[src/rtl/demux_pkg.sv]
// Shared constants and types for the 16-bit 1-to-8 registered demultiplexer.
package demux_pkg;

    localparam int unsigned WIDTH = 16;
    localparam int unsigned LANES = 8;
    localparam int unsigned SEL_W = $clog2(LANES);

    typedef enum logic {
        IDLE,
        BCAST
    } demux_state_t;

    typedef logic [WIDTH-1:0] word_t;

endpackage : demux_pkg

[src/rtl/demux_lane.sv]
// One output holding lane: data register, valid flag and a "free this cycle" indication.
module demux_lane
    import demux_pkg::*;
(
    input  logic  clk_i,
    input  logic  rst_ni,
    input  logic  wr_en_i,
    input  word_t wr_data_i,
    input  logic  ack_i,
    output word_t q_o,
    output logic  valid_o,
    output logic  free_c_o
);

    word_t data_q;
    logic  valid_q;

    // A write in the same cycle as an ack wins; data is kept after an ack.
    always_ff @(posedge clk_i or negedge rst_ni) begin
        if (!rst_ni) begin
            data_q  <= '0;
            valid_q <= 1'b0;
        end else if (wr_en_i) begin
            data_q  <= wr_data_i;
            valid_q <= 1'b1;
        end else if (ack_i) begin
            valid_q <= 1'b0;
        end
    end

    assign q_o      = data_q;
    assign valid_o  = valid_q;
    assign free_c_o = !valid_q || ack_i;

endmodule : demux_lane

[src/rtl/demux_16w_1_to_8.sv]
// Registered 1-to-8 demux for 16-bit words with per-lane ack and a sequenced
// broadcast that walks lanes 0..7, stalling on any lane that is still occupied.
module demux_16w_1_to_8
    import demux_pkg::*;
(
    input  logic                   Clk,
    input  logic                   ResetN,
    input  logic [WIDTH-1:0]       D,
    input  logic [SEL_W-1:0]       Sel,
    input  logic                   Bcast,
    input  logic                   InValid,
    output logic                   InReady,
    output logic [LANES*WIDTH-1:0] Q,
    output logic [LANES-1:0]       QValid,
    input  logic [LANES-1:0]       QAck,
    output logic                   Busy
);

    demux_state_t     state_q;
    logic [SEL_W-1:0] ptr_q;
    word_t            bcast_data_q;
    logic             busy_q;

    logic [LANES-1:0] lane_free;
    logic [LANES-1:0] lane_wr_en;
    word_t            lane_wr_data;
    word_t            lane_q [LANES];
    logic             xfer;

    // Ready is combinational so a single write can land on a lane being acked this cycle.
    always_comb begin
        InReady = 1'b0;
        if (ResetN && (state_q == IDLE)) begin
            InReady = Bcast || lane_free[Sel];
        end
    end

    assign xfer = InValid && InReady;

    // Write-enable decode: single write from the input, or the broadcast pointer lane.
    always_comb begin
        lane_wr_en   = '0;
        lane_wr_data = D;
        if (state_q == BCAST) begin
            lane_wr_data      = bcast_data_q;
            lane_wr_en[ptr_q] = lane_free[ptr_q];
        end else if (xfer && !Bcast) begin
            lane_wr_en[Sel] = 1'b1;
        end
    end

    always_ff @(posedge Clk or negedge ResetN) begin
        if (!ResetN) begin
            state_q      <= IDLE;
            ptr_q        <= '0;
            bcast_data_q <= '0;
            busy_q       <= 1'b0;
        end else begin
            case (state_q)
                IDLE: begin
                    if (xfer && Bcast) begin
                        bcast_data_q <= D;
                        ptr_q        <= '0;
                        state_q      <= BCAST;
                        busy_q       <= 1'b1;
                    end
                end
                BCAST: begin
                    // ptr wraps to 0 exactly when the last lane is written.
                    if (lane_free[ptr_q]) begin
                        ptr_q <= ptr_q + SEL_W'(1);
                        if (ptr_q == SEL_W'(LANES - 1)) begin
                            state_q <= IDLE;
                            busy_q  <= 1'b0;
                        end
                    end
                end
                default: begin
                    state_q <= IDLE;
                    busy_q  <= 1'b0;
                end
            endcase
        end
    end

    assign Busy = busy_q;

    for (genvar i = 0; i < LANES; i++) begin : g_lane
        demux_lane u_lane (
            .clk_i     (Clk),
            .rst_ni    (ResetN),
            .wr_en_i   (lane_wr_en[i]),
            .wr_data_i (lane_wr_data),
            .ack_i     (QAck[i]),
            .q_o       (lane_q[i]),
            .valid_o   (QValid[i]),
            .free_c_o  (lane_free[i])
        );
        assign Q[i*WIDTH +: WIDTH] = lane_q[i];
    end

endmodule : demux_16w_1_to_8
[config.mk]
export PLATFORM = sky130hd
export DESIGN_NAME = demux_16w_1_to_8
export DESIGN_NICKNAME = d
export VERILOG_FILES = /design/src/rtl/demux_pkg.sv /design/src/rtl/demux_lane.sv /design/src/rtl/demux_16w_1_to_8.sv
export SDC_FILE = /design/constraint.sdc
export NUM_CORES = 1
export LEC_CHECK = 0
export BUFFER_PORTS_ARGS = -buffer_cell sky130_fd_sc_hd__buf_2
export CORE_MARGIN = 2
export CORE_UTILIZATION = 50
export DETAILED_ROUTE_END_ITERATION = 16
export GPL_ROUTABILITY_DRIVEN = 0
export PLACE_DENSITY = 0.81
export SYNTH_ARGS = -nofsm -noshare
export SYNTH_HDL_FRONTEND = slang
export SYNTH_SLANG_ARGS = --single-unit
[constraint.sdc]
create_clock -name Clk -period 3.8 [get_ports Clk]
set_input_delay 0.76 -clock Clk [delete_from_list [all_inputs] [get_ports Clk]]
set_output_delay 0.76 -clock Clk [all_outputs]
set_load 0.02 [all_outputs]
After elaboration in Yosys (flattened, before gate mapping)
Cells that the tools add are included.

Add/subtract/negate cells: 1. $lt $le $gt $ge: 4. Eq/ne operators: 4. Muxes and demuxes: 39. Bitwise logic cells: 2. Reduce and logical (&&, ||, !) cells: 35.

Operators with widths (number): 1-bit 2-to-1 mux (27); 16-bit 2-to-1 mux (1); 8-bit 2-to-1 mux (2); 2-bit nonzero test (8); 1-bit zero test (9); 1-bit logical OR (9); 8-bit bitwise AND (1); 3-bit by 4-bit less-than comparator with 1-bit output, second input constant (2); 1-bit binary-select mux with 3-bit select (2); 1-bit demux with 3-bit select (2); 3-bit by 1-bit greater-or-equal comparator with 1-bit output, second input constant (2); 1-bit logical AND (6); 3-bit 2-to-1 mux (2); 2-bit by 1-bit inequality test with 1-bit output, second input constant (3); 3-bit one-hot mux with 2 select lines (1); 1-bit one-hot mux with 2 select lines (2); 2-bit AND reduction (2); 3-bit by 1-bit adder with 3-bit output, second input constant (1); 3-bit equality test, second input constant (1); 3-bit AND reduction (1); 1-bit inverter (1).

Register bits: 157. Input port bits: 31. Output and inout port bits: 138. Logic and storage cells: 105.

Depth between registers and ports, before layout
Word-level depth: 11. Gate-level depth with buffers: 6. Mapped depth without buffers: 4.

By module
Synthesis repeated with hierarchy kept, for this count alone.

Cells, all modules: 417. Area, all modules: 6896.6 um^2.

By module, submodules not included: demux_lane (instances 8, cells each 37, area an instance 683.2 um^2, sequential area each 425.4 um^2); demux_16w_1_to_8 (instances 1, cells each 121, area an instance 1431.4 um^2, sequential area each 525.5 um^2).

Least setup slack after synthesis
Ideal clock, no wire load.

Kind: input -> output. Start point: input port Sel[2]. End point: output port InReady. Arrival: 1.898 ns. Required time: 3.040 ns. Path slack: 1.142 ns. Cell stages on the path: 5. Path buffers: 1. Path through: buf_4 -> nor2b_2 -> nand2_1 -> a32o_1 -> a21boi_0.

Longest elaborated chain between the ends: 4.

RTL lines: from (decl) (line demux_16w_1_to_8.sv:9) `input logic [SEL_W-1:0] Sel,`; 1-bit binary-select mux with 3-bit select (line demux_16w_1_to_8.sv:34) `InReady = Bcast || lane_free[Sel];`; 1-bit 2-to-1 mux (implied by the code) (line demux_16w_1_to_8.sv:34); 1-bit logical OR (line demux_16w_1_to_8.sv:34); 1-bit 2-to-1 mux (line demux_16w_1_to_8.sv:33) `if (ResetN && (state_q == IDLE)) begin`; to (decl) (line demux_16w_1_to_8.sv:12) `output logic InReady,`.

No other way between the ends. The select of a mux whose other input is x is not followed.

Final worst setup path
Ends and elaborated chain as after synthesis.

==> results by group <==
Floorplanning
  • Horizontal extent of the die: 120.9 um
  • Row cnt: 42
  • Area inside the core boundary: 13,300 sq um
  • Starting density of the core: 0.5137
  • Die extent in y: 120.9 um
  • Total I/O pin count: 169
  • Die outline area: 14,610 sq um

Critical path
  • Register-to-register setup slack: 1.62 ns
  • Capturing point of the worst reg2reg path: g_lane[7].u_lane.q_o[8]
  • RR Startpoint: state_q
  • Reg2reg path depth: 4
  • Arrival time at the worst endpoint: 2.08 ns
  • Required time at the worst-slack endpoint: 3.04 ns
  • CP endpoint kind: primary output
  • Startpoint-to-endpoint class of the critical path: input pin to primary output
  • Category of the worst setup path launch point: input pin
  • Maximum net fanout on the critical path: 10

Finish
  • Share of final-layout standard cells stronger than drive strength 1: 0.5934
  • Final Net Count: 630
  • Antenna Diode Count: 0
  • Highest-count cells in the layout ignoring fill and taps: sky130_fd_sc_hd__buf_2, sky130_fd_sc_hd__dfrtp_1, sky130_fd_sc_hd__mux2_2
  • Area delta synth->final: 21.69%
  • Most common cell after layout, fill and taps aside: sky130_fd_sc_hd__buf_2
  • Post-route cell area: 8312 sq um
  • Cell Count, Final, Fillers Out: 786
  • End-of-flow core utilization: 0.6252

STA
  • Slew Viols, Final: 0
  • Transition at the pin with the smallest max-transition slack: 1.030 ns
  • Unrepaired setup endpoints after global routing: false
  • Endpoints failing setup: 0
  • Setup skew after layout: 0.01037 ns
  • Peak Freq: 352.5 MHz
  • Final critical-path share of the clock period: 0.7465
  • Worst slew margin relative to its limit: 0.3112
  • Hold violation total from the final report: 0
  • Shortest period the worst path allows: 2.837 ns
  • Setup total negative slack: 0 ns

GRT
  • First-pass GRT wire length: 24,170 um
  • Pin count of the biggest net entering global routing: 70
  • Global route total overflow: 0
  • Number of global-route vias before repair: 4,320
  • Total global-route track usage: 0.2187
  • Initial antenna violation count: 0

Power and ir drop
  • Leak pwr: 4.028 nW
  • Pwr per Cell Area: 1034 nW/um^2
  • Maximum vdd drop: 515.8 uV
  • Final Total Pwr: 0.008596 W

Route
  • DRC: 0
  • Detailed Route WL: 15,510 um
  • Number of vias in the routed layout: 4,214
  • Initial detailed-routing violation count: 198
  • Detail Route Antenna Nets: 0
  • Post-DR vias/cell: 5.361
  • Number of search-and-repair iterations in the first detailed-routing pass: 4
  • Routed length per instance: 19.73 um

Clock tree
  • Clock slew at reported path FFs: 0.06 ns
  • Deepest level of the CTS H-tree: 4
  • Worst-case clock buffer depth: 2
  • Master cell of the clock root buffer: sky130_fd_sc_hd__clkbuf_16
  • Buffers inserted by post-CTS timing repair: 0
  • Later-pin clock latency in the skew report: 0.42 ns
  • Total of cells resized after clock tree synthesis: 0
  • Post-cts hold buffer count: 0
  • Clk sink count: 157
  • CTS tree: built
  • Number of CTS-inserted buffers: 17

Hold path
  • Worst Hold Class: input pin to async pin

Logic synthesis
  • Flip-flop and latch count after synthesis: 157
  • Number of enable flip-flop cells after synthesis: 0
  • Synth unique cells: 56
  • Mean cell area of the mapped netlist: 15.85 sq um
  • Summed instance area of the synthesized netlist: 6830 sq um
  • Proportion of synthesized chip area in sequential cells: 0.5752
  • Share of flip-flops with an asynchronous set or reset: 1.000
  • Gate count of the mapped netlist: 431
  • Synthesis warning total: 0
  • Post-Synthesis Net Count: 464
  • Dominant register cell in the synthesized netlist: sky130_fd_sc_hd__dfrtp_1

Placement
  • Detailed-placement wirelength estimate: 10,690 um
  • Area after DPL: 7722 sq um
  • DP Cell Count: 754
  • Count of buffers inserted at the top-level ports: 168

Flow run
  • MaxCap Viol Count: 0

Outcome
  • Outcome: complete, no violations
synth_stat cells, types with 2 or more instances:
library cell | instances | area share
sky130_fd_sc_hd__dfrtp_1 | 157 | 0.58
sky130_fd_sc_hd__mux2_2 | 100 | 0.16
sky130_fd_sc_hd__mux2_4 | 39 | 0.086
sky130_fd_sc_hd__mux2_1 | 21 | 0.035
sky130_fd_sc_hd__buf_4 | 10 | 0.011
sky130_fd_sc_hd__nor2b_1 | 10 | 0.0092
sky130_fd_sc_hd__nand2_1 | 8 | 0.0044
sky130_fd_sc_hd__nand2b_1 | 7 | 0.0064
sky130_fd_sc_hd__buf_6 | 6 | 0.0099
sky130_fd_sc_hd__buf_2 | 4 | 0.0029
sky130_fd_sc_hd__nand3_1 | 4 | 0.0029
sky130_fd_sc_hd__nand3b_1 | 4 | 0.0044
sky130_fd_sc_hd__clkbuf_1 | 3 | 0.0016
sky130_fd_sc_hd__inv_1 | 3 | 0.0016
sky130_fd_sc_hd__mux2i_1 | 3 | 0.0044
sky130_fd_sc_hd__a31oi_1 | 2 | 0.0018
sky130_fd_sc_hd__ha_1 | 2 | 0.0037
sky130_fd_sc_hd__mux4_2 | 2 | 0.0066
sky130_fd_sc_hd__nor2_1 | 2 | 0.0011
sky130_fd_sc_hd__nor3_1 | 2 | 0.0015
sky130_fd_sc_hd__nor3b_2 | 2 | 0.0037
sky130_fd_sc_hd__o211ai_1 | 2 | 0.0022
sky130_fd_sc_hd__o21ai_4 | 2 | 0.0048
sky130_fd_sc_hd__o22ai_1 | 2 | 0.0018
sky130_fd_sc_hd__or3_1 | 2 | 0.0018
sky130_fd_sc_hd__or3b_1 | 2 | 0.0026
sequential cells by signal (all words and copies together), names as in the netlist:
name	cells
g_lane.u_lane.q_o	128
bcast_data_q	16
g_lane.u_lane.valid_o	8
ptr_q	3
Busy	1
state_q	1
logic make-up (layout without fill, tap and decap cells):
group                      after synthesis  count (layout)  share of synthesized area
muxes                                  165             165                     0.2962
DFF                                    157             157                     0.5752
and+or+nand+nor                         58              58                    0.06375
buffers and inverters                   29             208                    0.03279
AOI/OAI and AO/OA                       20              20                    0.02839
adders and majority gates                2               2                   0.003663
worst max path at each step:
stage / startpoint / endpoint / slack (ns) / cells past startpoint
3_3_place_gp: Sel[0] / g_lane[0].u_lane.q_o[13] / 1.08 / 5
3_5_place_dp: Sel[0] / g_lane[0].u_lane.q_o[14] / 1.04 / 5
2_1_floorplan: Sel[2] / InReady / 1.14 / 5
4_1_cts: Sel[2] / InReady / 1.05 / 6
5_1_grt: Sel[2] / InReady / 0.94 / 6
6_report: Sel[2] / InReady / 0.96 / 6
layer usage:
layer / global-route usage / wire [um] / vias up
met2: 0.3550 / 7877 / 128
met5: 0 / 0 / -
met4: 0.07631 / 254 / 0
met3: 0.05592 / 890 / 24
met1: 0.2862 / 6484 / 2186
li1: - / - / 1876
metrics by stage:
stage          hold WS, ns  setup WS, ns
2_1_floorplan       0.4644         1.142
3_3_place_gp        0.4669         1.077
3_5_place_dp        0.4706         1.035
4_1_cts             0.2218         1.046
5_1_grt             0.2357        0.9408
6_report            0.2220        0.9632
report_power, final:
part,internal [W],switching (W)
combinational,0.00173,0.00215
clock,0.00102,0.000648
sequential,0.00253,0.000523
cell type report:
class,instances,area (sq um)
tap,176,220.2
inverter,3,11.26
fill,1005,4984
multi-input combinational,245,2678
clock buffer,23,478.0
clock inverter,9,111.4
sequential,157,3929
timing repair buffer,173,884.6
critical path, stage by stage:
cell and delay (ns):
sky130_fd_sc_hd__buf_2 0.19, sky130_fd_sc_hd__nor2b_2 0.25, sky130_fd_sc_hd__nand2_1 0.09, sky130_fd_sc_hd__a32o_1 0.27
sky130_fd_sc_hd__a21boi_0 0.29, sky130_fd_sc_hd__buf_2 0.23
No activity file was read; power rests on OpenSTA's default activity.
